**config.mk**
```make
export PLATFORM = sky130hd
export DESIGN_NAME = icache_ctrl_nway_flat
export DESIGN_NICKNAME = d
export VERILOG_FILES = /design/src/rtl/icache_ctrl_nway_if.sv /design/src/rtl/icache_ctrl_nway.sv /design/src/flat_wrapper.sv
export SDC_FILE = /design/constraint.sdc
export NUM_CORES = 1
export LEC_CHECK = 0
export ABC_AREA = 1
export BUFFER_PORTS_ARGS = -buffer_cell sky130_fd_sc_hd__buf_2
export CORE_MARGIN = 3
export CORE_UTILIZATION = 55
export CTS_CLUSTER_DIAMETER = 30
export DETAILED_ROUTE_END_ITERATION = 10
export GPL_TIMING_DRIVEN = 0
export HOLD_SLACK_MARGIN = 0.12
export PLACE_DENSITY = 0.87
export SLEW_MARGIN = 40
export SYNTH_ARGS = -nofsm -noshare
export SYNTH_HDL_FRONTEND = slang
export SYNTH_SLANG_ARGS = --single-unit
```
**constraint.sdc**
```tcl
create_clock -name clk -period 2.4 [get_ports clk]
set_clock_uncertainty 0.15 [all_clocks]
set_input_delay 0.48 -clock clk [delete_from_list [all_inputs] [get_ports clk]]
set_output_delay 0.48 -clock clk [all_outputs]
set_load 0.01 [all_outputs]
```
**src/rtl/icache_ctrl_nway_if.sv**
```systemverilog
// Signal bundle between the N-way icache controller, the fetch stage, the tag/data
// arrays and the memory read channel.
interface icache_ctrl_nway_if #(
  parameter int unsigned N_WAYS      = 2,
  parameter int unsigned N_SETS      = 16,
  parameter int unsigned BLOCK_BEATS = 4
);
  localparam int unsigned SW = $clog2(N_SETS);
  localparam int unsigned BW = $clog2(BLOCK_BEATS);

  logic              i_start_check;
  logic [SW-1:0]     i_set_idx;
  logic [N_WAYS-1:0] i_hit_way;
  logic [N_WAYS-1:0] i_valid_way;
  logic              i_flush;
  logic              i_read_ack;
  logic              i_r_valid;
  logic              i_r_last;

  logic              o_stall;
  logic              o_start_read;
  logic              o_beat_we;
  logic [BW-1:0]     o_beat_idx;
  logic [N_WAYS-1:0] o_victim_way;
  logic              o_tag_we;
  logic              o_inv_en;
  logic [SW-1:0]     o_inv_set;
  logic              o_fill_err;
  logic              o_in_idle;

  modport master (
    output i_start_check, i_set_idx, i_hit_way, i_valid_way, i_flush, i_read_ack,
           i_r_valid, i_r_last,
    input  o_stall, o_start_read, o_beat_we, o_beat_idx, o_victim_way, o_tag_we,
           o_inv_en, o_inv_set, o_fill_err, o_in_idle
  );

  modport slave (
    input  i_start_check, i_set_idx, i_hit_way, i_valid_way, i_flush, i_read_ack,
           i_r_valid, i_r_last,
    output o_stall, o_start_read, o_beat_we, o_beat_idx, o_victim_way, o_tag_we,
           o_inv_en, o_inv_set, o_fill_err, o_in_idle
  );
endinterface

```
**src/rtl/icache_ctrl_nway.sv**
```systemverilog
// N-way set-associative instruction cache controller: lookup, miss line fill with
// victim selection (first invalid, else per-set round-robin) and whole-cache flush.
module icache_ctrl_nway #(
  parameter int unsigned N_WAYS      = 2,
  parameter int unsigned N_SETS      = 16,
  parameter int unsigned BLOCK_BEATS = 4
) (
  input logic               clk,
  input logic               arstn,
  icache_ctrl_nway_if.slave bus
);
  localparam int unsigned SW = $clog2(N_SETS);
  localparam int unsigned BW = $clog2(BLOCK_BEATS);
  localparam int unsigned WW = (N_WAYS > 1) ? $clog2(N_WAYS) : 1;
  localparam logic [BW:0]   NumBeats = (BW + 1)'(BLOCK_BEATS);
  localparam logic [BW:0]   LastCnt  = (BW + 1)'(BLOCK_BEATS - 1);
  localparam logic [SW-1:0] LastSet  = SW'(N_SETS - 1);

  typedef enum logic [2:0] {StIdle, StCompareTag, StReadReq, StFill, StFlush} state_e;

  state_e            state_q, state_d;
  logic [BW:0]       cnt_q, cnt_d;
  logic [SW-1:0]     set_cnt_q, set_cnt_d;
  logic              flush_pend_q, flush_pend_d;
  logic [N_WAYS-1:0] victim_q, victim_d;
  logic              victim_rr_q, victim_rr_d;
  logic [WW-1:0]     rr_ptr_q [N_SETS];
  logic [WW-1:0]     rr_ptr_d [N_SETS];

  logic              hit;
  logic [N_WAYS-1:0] victim_sel;
  logic              victim_sel_rr;

  assign hit = |bus.i_hit_way;

  // Lowest invalid way wins; round-robin pointer only when the set is full.
  always_comb begin
    victim_sel    = '0;
    victim_sel_rr = 1'b1;
    for (int w = N_WAYS - 1; w >= 0; w--) begin
      if (!bus.i_valid_way[w]) begin
        victim_sel    = '0;
        victim_sel[w] = 1'b1;
        victim_sel_rr = 1'b0;
      end
    end
    if (victim_sel_rr) victim_sel[rr_ptr_q[bus.i_set_idx]] = 1'b1;
  end

  always_comb begin
    state_d      = state_q;
    cnt_d        = cnt_q;
    set_cnt_d    = set_cnt_q;
    flush_pend_d = flush_pend_q;
    victim_d     = victim_q;
    victim_rr_d  = victim_rr_q;
    rr_ptr_d     = rr_ptr_q;

    bus.o_stall      = 1'b1;
    bus.o_start_read = 1'b0;
    bus.o_beat_we    = 1'b0;
    bus.o_tag_we     = 1'b0;
    bus.o_inv_en     = 1'b0;
    bus.o_fill_err   = 1'b0;

    if (bus.i_flush && (state_q != StIdle) && (state_q != StFlush)) flush_pend_d = 1'b1;

    unique case (state_q)
      StIdle: begin
        if (flush_pend_q || bus.i_flush) begin
          state_d      = StFlush;
          flush_pend_d = 1'b0;
          set_cnt_d    = '0;
        end else if (bus.i_start_check) begin
          state_d = StCompareTag;
        end
      end
      StCompareTag: begin
        bus.o_stall = ~hit;
        if (hit) begin
          state_d = StIdle;
        end else begin
          victim_d    = victim_sel;
          victim_rr_d = victim_sel_rr;
          state_d     = StReadReq;
        end
      end
      StReadReq: begin
        bus.o_start_read = 1'b1;
        if (bus.i_read_ack) begin
          cnt_d   = '0;
          state_d = StFill;
        end
      end
      StFill: begin
        if (bus.i_r_valid) begin
          // Saturate so an overlong burst never wraps back into the write window.
          if (cnt_q != '1) cnt_d = cnt_q + 1'b1;
          bus.o_beat_we = (cnt_q < NumBeats);
          if (bus.i_r_last) begin
            if (cnt_q == LastCnt) begin
              bus.o_tag_we = arstn;
              state_d      = StCompareTag;
              if (victim_rr_q && (N_WAYS > 1)) begin
                rr_ptr_d[bus.i_set_idx] = rr_ptr_q[bus.i_set_idx] + WW'(1);
              end
            end else begin
              bus.o_fill_err = 1'b1;
              state_d        = StIdle;
            end
          end
        end
      end
      StFlush: begin
        bus.o_inv_en = 1'b1;
        set_cnt_d    = set_cnt_q + 1'b1;
        if (set_cnt_q == LastSet) begin
          state_d = StIdle;
          for (int s = 0; s < N_SETS; s++) rr_ptr_d[s] = '0;
        end
      end
      default: state_d = StIdle;
    endcase
  end

  assign bus.o_beat_idx   = cnt_q[BW-1:0];
  assign bus.o_victim_way = victim_q;
  assign bus.o_inv_set    = set_cnt_q;
  assign bus.o_in_idle    = (state_q == StIdle);

  always_ff @(posedge clk) begin
    if (!arstn) begin
      state_q      <= StIdle;
      cnt_q        <= '0;
      set_cnt_q    <= '0;
      flush_pend_q <= 1'b0;
      victim_q     <= '0;
      victim_rr_q  <= 1'b0;
      for (int s = 0; s < N_SETS; s++) rr_ptr_q[s] <= '0;
    end else begin
      state_q      <= state_d;
      cnt_q        <= cnt_d;
      set_cnt_q    <= set_cnt_d;
      flush_pend_q <= flush_pend_d;
      victim_q     <= victim_d;
      victim_rr_q  <= victim_rr_d;
      rr_ptr_q     <= rr_ptr_d;
    end
  end
endmodule

```
**src/flat_wrapper.sv**
```systemverilog
// flat-port wrapper written by rule: the top's interface ports become plain ports
module icache_ctrl_nway_flat 
#(
  parameter int unsigned N_WAYS      = 2,
  parameter int unsigned N_SETS      = 16,
  parameter int unsigned BLOCK_BEATS = 4
)
  (clk, arstn, bus_i_start_check, bus_i_set_idx, bus_i_hit_way, bus_i_valid_way, bus_i_flush, bus_i_read_ack, bus_i_r_valid, bus_i_r_last, bus_o_stall, bus_o_start_read, bus_o_beat_we, bus_o_beat_idx, bus_o_victim_way, bus_o_tag_we, bus_o_inv_en, bus_o_inv_set, bus_o_fill_err, bus_o_in_idle);
  icache_ctrl_nway_if #(.N_WAYS(N_WAYS), .N_SETS(N_SETS), .BLOCK_BEATS(BLOCK_BEATS)) bus_i ();
  input logic clk;
  input logic arstn;
  input wire logic [$bits(bus_i.i_start_check)-1:0] bus_i_start_check;
  input wire logic [$bits(bus_i.i_set_idx)-1:0] bus_i_set_idx;
  input wire logic [$bits(bus_i.i_hit_way)-1:0] bus_i_hit_way;
  input wire logic [$bits(bus_i.i_valid_way)-1:0] bus_i_valid_way;
  input wire logic [$bits(bus_i.i_flush)-1:0] bus_i_flush;
  input wire logic [$bits(bus_i.i_read_ack)-1:0] bus_i_read_ack;
  input wire logic [$bits(bus_i.i_r_valid)-1:0] bus_i_r_valid;
  input wire logic [$bits(bus_i.i_r_last)-1:0] bus_i_r_last;
  output wire logic [$bits(bus_i.o_stall)-1:0] bus_o_stall;
  output wire logic [$bits(bus_i.o_start_read)-1:0] bus_o_start_read;
  output wire logic [$bits(bus_i.o_beat_we)-1:0] bus_o_beat_we;
  output wire logic [$bits(bus_i.o_beat_idx)-1:0] bus_o_beat_idx;
  output wire logic [$bits(bus_i.o_victim_way)-1:0] bus_o_victim_way;
  output wire logic [$bits(bus_i.o_tag_we)-1:0] bus_o_tag_we;
  output wire logic [$bits(bus_i.o_inv_en)-1:0] bus_o_inv_en;
  output wire logic [$bits(bus_i.o_inv_set)-1:0] bus_o_inv_set;
  output wire logic [$bits(bus_i.o_fill_err)-1:0] bus_o_fill_err;
  output wire logic [$bits(bus_i.o_in_idle)-1:0] bus_o_in_idle;
  assign bus_i.i_start_check = bus_i_start_check;
  assign bus_i.i_set_idx = bus_i_set_idx;
  assign bus_i.i_hit_way = bus_i_hit_way;
  assign bus_i.i_valid_way = bus_i_valid_way;
  assign bus_i.i_flush = bus_i_flush;
  assign bus_i.i_read_ack = bus_i_read_ack;
  assign bus_i.i_r_valid = bus_i_r_valid;
  assign bus_i.i_r_last = bus_i_r_last;
  assign bus_o_stall = bus_i.o_stall;
  assign bus_o_start_read = bus_i.o_start_read;
  assign bus_o_beat_we = bus_i.o_beat_we;
  assign bus_o_beat_idx = bus_i.o_beat_idx;
  assign bus_o_victim_way = bus_i.o_victim_way;
  assign bus_o_tag_we = bus_i.o_tag_we;
  assign bus_o_inv_en = bus_i.o_inv_en;
  assign bus_o_inv_set = bus_i.o_inv_set;
  assign bus_o_fill_err = bus_i.o_fill_err;
  assign bus_o_in_idle = bus_i.o_in_idle;
  icache_ctrl_nway #(.N_WAYS(N_WAYS), .N_SETS(N_SETS), .BLOCK_BEATS(BLOCK_BEATS)) u_core (.clk(clk), .arstn(arstn), .bus(bus_i));
endmodule
```
# Word level (Yosys, flattened, before mapping)
# Cells that the tools add are included.
# W data, S select, Z words.
# classes
n_reduce_logical	16
n_bitwise	3
n_addsub	3
order_cmp	5
eq_ne	17
muxes	50
# op_table
cell	count
$mux W16	5
$pmux W16 S2	1
$mux W3	9
$mux W1	23
$bwmux W16	1
$pmux W3 S5	1
$ne A2 B1 Y1 const B	5
$eq A3 B2 Y1 const B	3
$mux W2	4
$pmux W4 S2	1
$ne A2 B2 Y1 const B	3
$ne A3 B3 Y1 const B	2
$pmux W3 S2	1
$reduce_and A6 Y1	1
$reduce_bool A2 Y1	3
$ge A5 B5 Y1 const B	1
$lt A5 B1 Y1 const B	1
$not A4 Y5	1
$reduce_and A5 Y1	1
$add A4 B1 Y4 const B	1
$bmux W1 S4	1
$demux W1 S4	1
$eq A4 B4 Y1 const B	1
$logic_and A1 B1 Y1	4
18 further kinds	19
# totals
regBits	30
output_inout_bits	15
elab_cells	116
inputBits	15

# Logic depth before layout (Yosys ltp)
# logic_depth
depth_word	11
depth_mapped	11
mapped_depth_nobuf	11

# Worst setup path before layout
# Ideal clock, no wire load.
# synth_path
kind	register to output
start	register u_core.cnt_q[0]
end	output bus_o_tag_we
arrival_time_ns	1.127
path_buffers	0
stages_incl_launch_ff	7
setup_slack_ns	0.643
t_required_ns	1.770
cell_sequence	dfxtp_1 > ha_1 > ha_1 > inv_1 > nor2_2 > inv_1 > nor3_1
# synth_between
elab_chain_len	5
# synth_rtl
element	line_no	source
start, declared	icache_ctrl_nway.sv:22	logic [BW:0] cnt_q, cnt_d;
start signal, assigned	icache_ctrl_nway.sv:142	cnt_q <= cnt_d;
$eq A3 B2 Y1	icache_ctrl_nway.sv:101	if (cnt_q == LastCnt) begin
$mux W1	icache_ctrl_nway.sv:101	
$mux W1	icache_ctrl_nway.sv:100	if (bus.i_r_last) begin
$mux W1	icache_ctrl_nway.sv:96	if (bus.i_r_valid) begin
$mux W1	icache_ctrl_nway.sv:68	unique case (state_q)
end, declared	flat_wrapper.sv:25	output wire logic [$bits(bus_i.o_tag_we)-1:0] bus_o_tag_we;
# Every way passes these cells.

# Worst setup path in the final report
# Same ends and word-level chain as after synthesis.

==> run summary <==
status = completed
RR Startpoint = u_core.cnt_q[0]
post-DP HPWL = 2.96 mm
Tmin final = 2.22 ns
hold_buf cts = 0
R2R depth = 10
CP cell instances = ha_1 -> ha_1 -> inv_1 -> nor2_2 -> inv_1 -> nor3_1 -> buf_2
via count = 1808
Compound-Gate Fraction of Synth Area = 13.0%
antenna violations before repair = 0
Distinct cells, synth = 25
Setup crit start kind = register
register area share after synthesis = 34.0%
CTS H-Tree Depth = 2
worst path required time = 1.77 ns
total power = 1.52 mW
setup bufs post-CTS = 0
Layout area overhead = 14.6%
setup TNS = 0 ns
first-pass GRT wire length = 6.91 mm
Final Setup Violations = 0
Syn Area/Cell = 6.45 sq um
cell accounting for the most synthesized area = dfxtp_1
largest cells by area after synthesis = dfxtp_1 34%, nand2_1 17%, nor2_1 10%
Setup Crit Path Kind = reg2out
Total GRT Usage = 21.4%
largest family of logic cells by synthesized area = simple AND/OR/NAND/NOR gates
core area = 0.00290 sq mm
share of the synthesized area in the top cell type = 34.0%
grt ovf = 0
Post-DRT Antenna Nets = 0
Slew Limit Fails = 0
CP max FO = 4
DIE HEIGHT = 62.7 microns
vias in the first global route = 1684
setup slack, reg-to-reg = 0.45 ns
Vias/cell = 5.12
Hold Vio Cnt, Final = 0
count of input and output buffers = 29
DR DRC count = 0
initial cell density of the core = 60.9%
worst-skew pair later-pin latency = 0.32 ns
Synth Register Bits = 30
CTS tree = built
# IOs = 30
Sink Count = 30
Hold Path Class = in2reg
RSZ-0062 raised after global routing = no
row count = 19
final wirelength = 3.91 mm
family with the most delay on the worst path = flip-flops
fraction of synthesized area in multiplexers = 0%
Final period util = 92.7%
GPL Wtd Cong = 0.927
VDD IR-drop max = 528 uV
post_cts resized = 0
Critical path origin = u_core.cnt_q[0]
1st-iter DRT viols = 124
clk root buf = clkbuf_4
Post-Synth Adder-Cell Area = 2.83%
leading register cell type out of synthesis = dfxtp_1
Commonest cells post-synth = 78 x nand2_1, 48 x nor2_1, 30 x a21oi_1, 30 x dfxtp_1, 23 x inv_1
CP Depth = 7
Syn. warnings = 0
Slew headroom = 69.7%
Simple-Gate Fraction of Synth Area = 41.1%
Peak Freq = 0.450 GHz
leakage power = 0.872 nW
CP endpoint kind = output pin
Worst Hold Depth = 3
Pre-antenna DRT Iters = 4
layout cell share with drive strength beyond 1 = 21.9%
hold path startpoint = bus_i_valid_way[1]
Final #Nets = 329
max_cap viols = 0
wire per inst = 11.1 microns
Post-Syn Instances = 274
Worst-Margin Slew = 0.455 ns
CP Data Arrival Time = 1.59 ns
CP bufs+invs = 3
mapped cell area = 0.00177 sq mm
Crit path largest cell delay = 0.38 ns
Synth Net Count = 293
CTS max path bufs = 2
largest net degree at the start of global routing = 11
Inserted Diodes = 0
die span in x = 62.7 microns
most common cell in the netlist = nand2_1
Async SR Flop Fraction = 0%
slowest stage cell, crit path = dfxtp_1
PwrDens = 752 mW/mm^2
EDFF count, synth = 0
Clk pin slew, worst setup/hold paths = 0.09 ns
XOR/XNOR Fraction of Synth Area = 0%
Die ar. = 0.00393 sq mm
CTS buffer count = 5
## per-layer routing
layer,global-route usage (%),vias up,wire [microns]
met5,0,-,0
met4,10.5,0,61
met3,5.22,6,247
met2,32.5,52,1710
met1,28.2,803,1890
li1,-,947,-
## path summary, 6_finish.rpt
path,to
worst min-delay path,u_core.victim_rr_q
worst min register to register,u_core.victim_rr_q
worst max register to register,u_core.rr_ptr_q[5]
worst max-delay path,bus_o_tag_we
## worst reg2reg max path: cells and delay by family, from the launching register on
family | cells | cell delay [ns]
AO/OA/AOI/OAI | 1 | 0.18
adder cells (fa/ha/maj) | 2 | 0.37
buffers and inverters | 2 | 0.30
flip-flops | 1 | 0.38
AND/OR/NAND/NOR | 5 | 0.46
## report_power, final
part           switching [mW]  internal, mW
clock network           0.171         0.142
registers              0.0453         0.544
logic                   0.424         0.196
## flip-flops by register name (all words and copies together), names as in the netlist
signal	count
u_core.bus.o_inv_set	4
u_core.bus.o_victim_way	2
u_core.cnt_q	3
u_core.flush_pend_q	1
u_core.rr_ptr_q	16
u_core.state_q	3
u_core.victim_rr_q	1
## cell type report
class	count	area [sq um]
plain buffers	9	53.8
clock buffers	7	55.1
clock inverters	1	5.00
fillers	260	876
inverters	28	105
multi-input cells	207	1010
flip-flops and latches	30	601
well taps	42	52.6
repair buffers	29	145
## cells by family (layout without fill, tap and decap cells)
group / Yosys count / count (layout)
fa+ha+maj: 4 / 4
buf+inv: 37 / 74
flops: 30 / 30
compound gates: 41 / 41
simple gates: 162 / 162
## per-stage QoR
stage / setup slack, ns / util [%] / instances / hold WS [ns] / area [sq um]
2_1_floorplan: 0.643 / - / 274 / 0.295 / 1770
3_5_place_dp: 0.384 / 67.7 / 345 / 0.305 / 1960
4_1_cts: 0.178 / 69.8 / 353 / 0.244 / 2020
3_3_place_gp: 0.391 / 67.7 / 345 / 0.302 / 1960
6_report: 0.176 / 69.8 / 353 / 0.262 / 2020
5_1_grt: 0.0294 / 69.8 / 353 / 0.258 / 2020
## layout by cell type (no fill, tap or decap)
master / count
clkbuf_4: 5
inv_1: 23
o21ai_2: 1
clkbuf_8: 1
nor2_2: 1
nand2_2: 3
a21oi_4: 1
nand3_1: 5
nand3_2: 1
nand4_1: 1
inv_2: 5
nor2_4: 2
nor3_1: 13
nand2_1: 78
clkinv_2: 1
o2111ai_1: 1
ha_1: 4
a221oi_1: 1
buf_4: 4
nor3_2: 10
o211ai_1: 1
clkbuf_1: 2
buf_2: 33
nor2_1: 48
a21oi_1: 30
dfxtp_1: 30
o21ai_1: 1
o21ai_0: 5
Note: power is estimated with default switching activity, not from simulation.
